**src/rtl/ascii_pkg.sv**
```systemverilog
// ---------------------------------------------------------------------------
// ascii_pkg
// Shared definitions for the ASCII operand parser:
//   - ASCII code points recognised by the character classifier
//   - FSM state encoding used by the parser top level
// ---------------------------------------------------------------------------
package ascii_pkg;

  localparam logic [7:0] ASCII_ZERO = 8'h30;
  localparam logic [7:0] ASCII_NINE = 8'h39;
  localparam logic [7:0] ASCII_PLUS = 8'h2B;
  localparam logic [7:0] ASCII_EQ   = 8'h3D;
  localparam logic [7:0] ASCII_CR   = 8'h0D;
  localparam logic [7:0] ASCII_SP   = 8'h20;

  // GET_A : collecting digits of the first operand
  // GET_B : collecting digits of the second operand
  // HOLD  : both operands presented downstream, waiting for ops_ready
  typedef enum logic [1:0] {
    GET_A = 2'd0,
    GET_B = 2'd1,
    HOLD  = 2'd2
  } state_e;

endpackage

```
**src/rtl/ascii_char_classify.sv**
```systemverilog
// ---------------------------------------------------------------------------
// ascii_char_classify
// Purely combinational classifier for one ASCII byte.
//
// Ports:
//   i_char      in   8  ASCII character
//   o_is_digit  out  1  '0'..'9'
//   o_is_plus   out  1  '+'
//   o_is_end    out  1  '=' or carriage return
//   o_is_space  out  1  ' '
//   o_digit_val out  4  numeric value of the digit (meaningful only when
//                       o_is_digit is set)
// ---------------------------------------------------------------------------
module ascii_char_classify
  import ascii_pkg::*;
(
  input  logic [7:0] i_char,
  output logic       o_is_digit,
  output logic       o_is_plus,
  output logic       o_is_end,
  output logic       o_is_space,
  output logic [3:0] o_digit_val
);

  assign o_is_digit = (i_char >= ASCII_ZERO) && (i_char <= ASCII_NINE);
  assign o_is_plus  = (i_char == ASCII_PLUS);
  assign o_is_end   = (i_char == ASCII_EQ) || (i_char == ASCII_CR);
  assign o_is_space = (i_char == ASCII_SP);

  // '0'..'9' are 0x30..0x39, so the low nibble already is the digit value;
  // no subtractor is needed.
  assign o_digit_val = i_char[3:0];

endmodule

```
**src/rtl/ascii_operand_parser.sv**
```systemverilog
// ---------------------------------------------------------------------------
// ascii_operand_parser
// Parses an ASCII stream of the form <digits>+<digits>= (or CR as the
// terminator), converts both decimal operands to unsigned binary and hands
// them downstream over a valid/ready handshake. Spaces are ignored anywhere.
// Any malformed byte produces a one-cycle err pulse and restarts parsing.
//
// Parameters:
//   MAX_DIGITS  maximum decimal digits per operand
//   OP_W        operand width; must hold 10^MAX_DIGITS - 1
//
// Ports:
//   clk          in   1     rising-edge clock
//   rst_n        in   1     synchronous active-low reset
//   ascii_in     in   8     ASCII character
//   ascii_valid  in   1     ascii_in is valid this cycle
//   ascii_ready  out  1     parser accepts a character this cycle
//   op_a         out  OP_W  first operand
//   op_b         out  OP_W  second operand
//   ops_valid    out  1     op_a/op_b complete and stable
//   ops_ready    in   1     downstream consumes the operands
//   err          out  1     one-cycle malformed-expression pulse
// ---------------------------------------------------------------------------
module ascii_operand_parser
  import ascii_pkg::*;
#(
  parameter int MAX_DIGITS = 2,
  parameter int OP_W       = 7
)
(
  input  logic            clk,
  input  logic            rst_n,
  input  logic [7:0]      ascii_in,
  input  logic            ascii_valid,
  output logic            ascii_ready,
  output logic [OP_W-1:0] op_a,
  output logic [OP_W-1:0] op_b,
  output logic            ops_valid,
  input  logic            ops_ready,
  output logic            err
);

  // Refuse to build a parser whose operand register cannot hold the largest
  // decimal value it may be asked to parse.
  if ((2 ** OP_W) <= ((10 ** MAX_DIGITS) - 1)) begin : g_width_check
    $error("ascii_operand_parser: OP_W too narrow for MAX_DIGITS");
  end

  localparam int                CNT_W   = $clog2(MAX_DIGITS + 1);
  localparam logic [CNT_W-1:0]  CNT_MAX = CNT_W'(MAX_DIGITS);

  // Multiply-by-ten via shifts, then add the new digit. Truncation to OP_W
  // is safe because the width check above bounds the result.
  function automatic logic [OP_W-1:0] acc_step(input logic [OP_W-1:0] acc,
                                               input logic [3:0]      val);
    return (acc << 3) + (acc << 1) + OP_W'(val);
  endfunction

  // -------------------------------------------------------------------------
  // Registers
  // -------------------------------------------------------------------------
  state_e            r_state;
  logic [CNT_W-1:0]  r_cnt;
  logic [OP_W-1:0]   r_op_a;
  logic [OP_W-1:0]   r_op_b;
  logic              r_ops_valid;
  logic              r_ascii_ready;
  logic              r_err;

  // -------------------------------------------------------------------------
  // Character classification
  // -------------------------------------------------------------------------
  logic       w_is_digit;
  logic       w_is_plus;
  logic       w_is_end;
  logic       w_is_space;
  logic [3:0] w_digit_val;

  ascii_char_classify u_classify (
    .i_char      (ascii_in),
    .o_is_digit  (w_is_digit),
    .o_is_plus   (w_is_plus),
    .o_is_end    (w_is_end),
    .o_is_space  (w_is_space),
    .o_digit_val (w_digit_val)
  );

  // -------------------------------------------------------------------------
  // Byte decode: decide what the accepted byte does in the current state.
  // -------------------------------------------------------------------------
  logic            w_accept;
  logic            w_room;
  logic            w_have_digit;
  logic            w_take_digit;
  logic            w_plus_ok;
  logic            w_end_ok;
  logic            w_error;
  logic [OP_W-1:0] w_base_a;
  logic [OP_W-1:0] w_base_b;

  // ascii_ready is registered, so acceptance never feeds back into it.
  assign w_accept     = ascii_valid && r_ascii_ready;
  assign w_room       = (r_cnt < CNT_MAX);
  assign w_have_digit = (r_cnt != '0);

  assign w_take_digit = w_accept && w_is_digit && w_room &&
                        ((r_state == GET_A) || (r_state == GET_B));
  assign w_plus_ok    = w_accept && w_is_plus && w_have_digit && (r_state == GET_A);
  assign w_end_ok     = w_accept && w_is_end  && w_have_digit && (r_state == GET_B);

  // Anything accepted that is neither a space nor one of the legal moves
  // above is malformed: excess digits, misplaced '+'/'=', or unknown bytes.
  assign w_error      = w_accept && !w_is_space &&
                        !(w_take_digit || w_plus_ok || w_end_ok);

  // The first digit of an operand starts from zero, so values left over from
  // the previous expression are discarded without a separate clear cycle.
  assign w_base_a = w_have_digit ? r_op_a : '0;
  assign w_base_b = w_have_digit ? r_op_b : '0;

  // -------------------------------------------------------------------------
  // FSM, accumulators and registered outputs
  // -------------------------------------------------------------------------
  // NOTE: all state here uses non-blocking assignments so every register
  // samples the pre-edge values of the others, independent of statement order.
  always_ff @(posedge clk) begin
    if (!rst_n) begin
      r_state       <= GET_A;
      r_cnt         <= '0;
      r_op_a        <= '0;
      r_op_b        <= '0;
      r_ops_valid   <= 1'b0;
      r_ascii_ready <= 1'b0;
      r_err         <= 1'b0;
    end else begin
      // NOTE: err defaults low every cycle so that setting it below yields a
      // pulse exactly one cycle long.
      r_err <= 1'b0;

      if (w_error) begin
        // The offending byte is consumed; parsing restarts cleanly.
        r_err         <= 1'b1;
        r_state       <= GET_A;
        r_cnt         <= '0;
        r_op_a        <= '0;
        r_op_b        <= '0;
        r_ops_valid   <= 1'b0;
        r_ascii_ready <= 1'b1;
      end else begin
        unique case (r_state)
          GET_A: begin
            r_ascii_ready <= 1'b1;
            if (w_take_digit) begin
              r_op_a <= acc_step(w_base_a, w_digit_val);
              r_cnt  <= r_cnt + 1'b1;
            end else if (w_plus_ok) begin
              r_state <= GET_B;
              r_cnt   <= '0;
            end
          end

          GET_B: begin
            r_ascii_ready <= 1'b1;
            if (w_take_digit) begin
              r_op_b <= acc_step(w_base_b, w_digit_val);
              r_cnt  <= r_cnt + 1'b1;
            end else if (w_end_ok) begin
              // ascii_ready falls in the same cycle ops_valid rises.
              r_state       <= HOLD;
              r_cnt         <= '0;
              r_ops_valid   <= 1'b1;
              r_ascii_ready <= 1'b0;
            end
          end

          HOLD: begin
            // Operands stay put until the downstream handshake completes;
            // they are only cleared by the next expression's first digit.
            if (r_ops_valid && ops_ready) begin
              r_state       <= GET_A;
              r_ops_valid   <= 1'b0;
              r_ascii_ready <= 1'b1;
            end
          end

          default: begin
            r_state       <= GET_A;
            r_cnt         <= '0;
            r_ops_valid   <= 1'b0;
            r_ascii_ready <= 1'b1;
          end
        endcase
      end
    end
  end

  assign ascii_ready = r_ascii_ready;
  assign op_a        = r_op_a;
  assign op_b        = r_op_b;
  assign ops_valid   = r_ops_valid;
  assign err         = r_err;

endmodule

```
**config.mk**
```make
export PLATFORM = sky130hd
export DESIGN_NAME = ascii_operand_parser
export DESIGN_NICKNAME = d
export VERILOG_FILES = /design/src/rtl/ascii_pkg.sv /design/src/rtl/ascii_char_classify.sv /design/src/rtl/ascii_operand_parser.sv
export SDC_FILE = /design/constraint.sdc
export NUM_CORES = 1
export LEC_CHECK = 0
export CELL_PAD_IN_SITES_DETAIL_PLACEMENT = 0
export CELL_PAD_IN_SITES_GLOBAL_PLACEMENT = 1
export CORE_UTILIZATION = 35
export DETAILED_ROUTE_END_ITERATION = 8
export MAX_ROUTING_LAYER = met4
export PLACE_DENSITY = 0.81
export REMOVE_ABC_BUFFERS = 1
export SLEW_MARGIN = 20
export SYNTH_ARGS = -nofsm -noshare
export SYNTH_HDL_FRONTEND = slang
export SYNTH_SLANG_ARGS = --single-unit
```
**constraint.sdc**
```tcl
create_clock -name clk -period 4.7 [get_ports clk]
set_input_delay 1.175 -clock clk [delete_from_list [all_inputs] [get_ports clk]]
set_output_delay 1.175 -clock clk [all_outputs]
set_load 0.1 [all_outputs]
```
==> reports/qor.txt <==
H-tree Lvls = 1
CTS tree = built
CP max FO = 6
vias = 1,195
count of final setup violators = 0
DIE WIDTH = 67.2 µm
Core Rows = 23
synthesis warning total = 0
vias in the first global route = 1,116
Placer Congestion = 0.900
TNS Setup = 0 ns
Post-Place Setup Slack = 1.13 ns
initial antenna violation count = 0
register area share after synthesis = 0.283
DRC viols = 0
Max Root-Sink Buffers = 2
P_leak = 0.681 nW
Detailed Route Iter0 Violations = 41
Syn Area/Cell = 9.65 µm²
CTS buffer count = 3
hold slack = 0.477 ns
most crowded layer after global routing = met2
final worst setup slack = 1.41 ns
GRT Util Overall = 0.157
Mapped Cells = 154
# IOs = 29
grt met2 use = 0.254
port bufs = 28
Startpoint Class = primary input
outcome = finished clean
Slew Limit Fails = 0
Slew HR = 0.355
Post-Route WL = 3050 µm
count of TritonRoute iterations in the first routing pass = 4
crit-path max cell delay = 0.60 ns
grt met1 use = 0.195
clk_lat worst skew = 0.26 ns
post-CTS setup buffer count = 0
Fin. Hold Viols = 0
Slew @ Worst Pin = 0.964 ns
Yosys reg bits = 21
WP data required = 4.88 ns
top post-synthesis cells by area = dfxtp_1, ha_1, xnor2_1
WP data arrival = 3.47 ns
WL/cell = 13.1 µm
Worst path slowest cell = fa_1
post-cts hold buffer count = 0
Tmin final = 3.29 ns
# clock sinks = 21
Tot Pwr = 342 µW
routing usage on met3 = 0.0236
Die Y-Extent = 67.2 µm
Tcrit/Tclk final = 0.701
crit end category = flop
Peak VDD IR = 0.103 mV
post-CTS sizing = 0
Detailed Place HPWL = 2380 µm
Area Growth Syn to Fin = 24.0%
die area = 0.00451 mm²
Post-DRT Antenna Nets = 0
top cell type's share of synthesized area = 0.283
Syn Std Cell Area = 0.00149 mm²
vias per cell = 5.13
CP cell instances = clkdlybuf4s50_1, fa_1, fa_1, a21o_1, a21oi_1, xnor2_1, a211oi_1
Most common cell on crit path = fa_1
first-pass GRT wire length = 5200 µm
P per Cell Area = 186 mW/mm²
max-capacitance violation count = 0
Starting Density = 0.369
Design Area, Final = 0.00184 mm²
Worst-path clk slew = 0.08 ns
hold crit path type = flop to flop
area leader, netlist = dfxtp_1
clock root cell = clkbuf_8
number of nets in the layout = 217
Clock Skews = 0.00805 ns
ant diodes = 0
share of layout cells above drive strength 1 = 0.109
RSZ-0062 raised after global routing = false
Netlist cell types = 35
Area after DPL = 0.00180 mm²
total gr overflow = 0
largest net degree at the start of global routing = 14
core area = 0.00403 mm²
f_max = 0.304 GHz
Worst Setup Path Type = primary input to flop
worst paths after layout:
check	endpoint	slack, ns	start	cells after the start
min reg2reg	op_a[2]	0.48	op_a[2]	2
max	op_b[6]	1.41	ascii_in[3]	7
max reg2reg	op_b[6]	1.88	r_cnt[1]	9
min	op_a[2]	0.48	op_a[2]	2
flip-flops by register name (all words and copies together), names as in the netlist:
signal and count:
op_b 7, op_a 7, r_state 2, err 1
ops_valid 1, ascii_ready 1, r_cnt 2
cell type report:
cell class | count | area (µm²)
fill | 391 | 2190
multi-input combinational | 124 | 1010
sequential | 21 | 420
timing repair buffer | 29 | 288
tap | 50 | 62.6
clock buffer | 4 | 45.0
inverter | 5 | 18.8
cells by family after synthesis:
kind of cell | synth area share
buffers and inverters | 0.0387
adder cells (fa/ha/maj) | 0.197
AO/OA/AOI/OAI | 0.136
AND/OR/NAND/NOR | 0.241
multiplexers | 0.0404
flip-flops | 0.283
XOR/XNOR | 0.0648
where the power goes:
group	internal, mW	switching [mW]
clock	0.0604	0.0607
combinational	0.0165	0.0250
sequential	0.179	0.000854
placed cells by master, fill, tap and decap left out:
master / Yosys / layout
clkdlybuf4s50_1: 0 / 28
dfxtp_1: 21 / 21
ha_1: 17 / 17
nand2_1: 15 / 15
xnor2_1: 11 / 11
nor2b_1: 10 / 10
nor2_1: 9 / 9
a21oi_1: 8 / 8
mux2i_1: 6 / 6
inv_1: 5 / 5
nor2_4: 5 / 5
o21ai_0: 4 / 4
a21o_1: 4 / 4
a211oi_1: 4 / 4
fa_1: 4 / 4
nand3_1: 3 / 3
a21oi_2: 3 / 3
clkbuf_8: 0 / 3
and4b_1: 2 / 2
nor3_1: 2 / 2
nand4_1: 2 / 2
o211a_1: 2 / 2
nor2_2: 2 / 2
nor3b_2: 1 / 1
nor3_2: 1 / 1
and4_1: 1 / 1
a31oi_1: 1 / 1
nor4b_2: 1 / 1
nor4b_1: 1 / 1
o22a_1: 1 / 1
nor3_4: 1 / 1
or3_2: 1 / 1
a22oi_1: 1 / 1
a211oi_2: 1 / 1
clkbuf_1: 2 / 1
buf_4: 0 / 1
routing by layer:
metal / wire, µm / up-vias
li1: - / 604
met3: 171 / 6
met2: 1420 / 32
met4: 61 / 0
met5: 0 / -
met1: 1400 / 553
worst max-delay path: cells and delay by family:
family | cells | cell delay (ns)
fa+ha+maj | 2 | 1.07
compound gates | 3 | 0.59
buf+inv | 1 | 0.57
xor+xnor | 1 | 0.08
stage by stage:
stage | std cells | util
2_1_floorplan | 150 | -
3_3_place_gp | 229 | 0.446
3_5_place_dp | 229 | 0.446
4_1_cts | 233 | 0.457
5_1_grt | 233 | 0.457
6_report | 233 | 0.457
Yosys cell counts (all sizes together):
cell type,n
dfxtp,21
o22a,1
inv,5
buf,2
ha,17
and4b,2
nand4,2
nor3b,1
a31oi,1
nand2,15
o211a,2
xnor2,11
nor4b,2
mux2i,6
nor2b,10
a21o,4
nor2,16
a22oi,1
a211oi,5
nor3,4
clkbuf,2
or3,1
o21ai,4
nand3,3
and4,1
fa,4
a21oi,11
(Power assumes the default switching activity.)
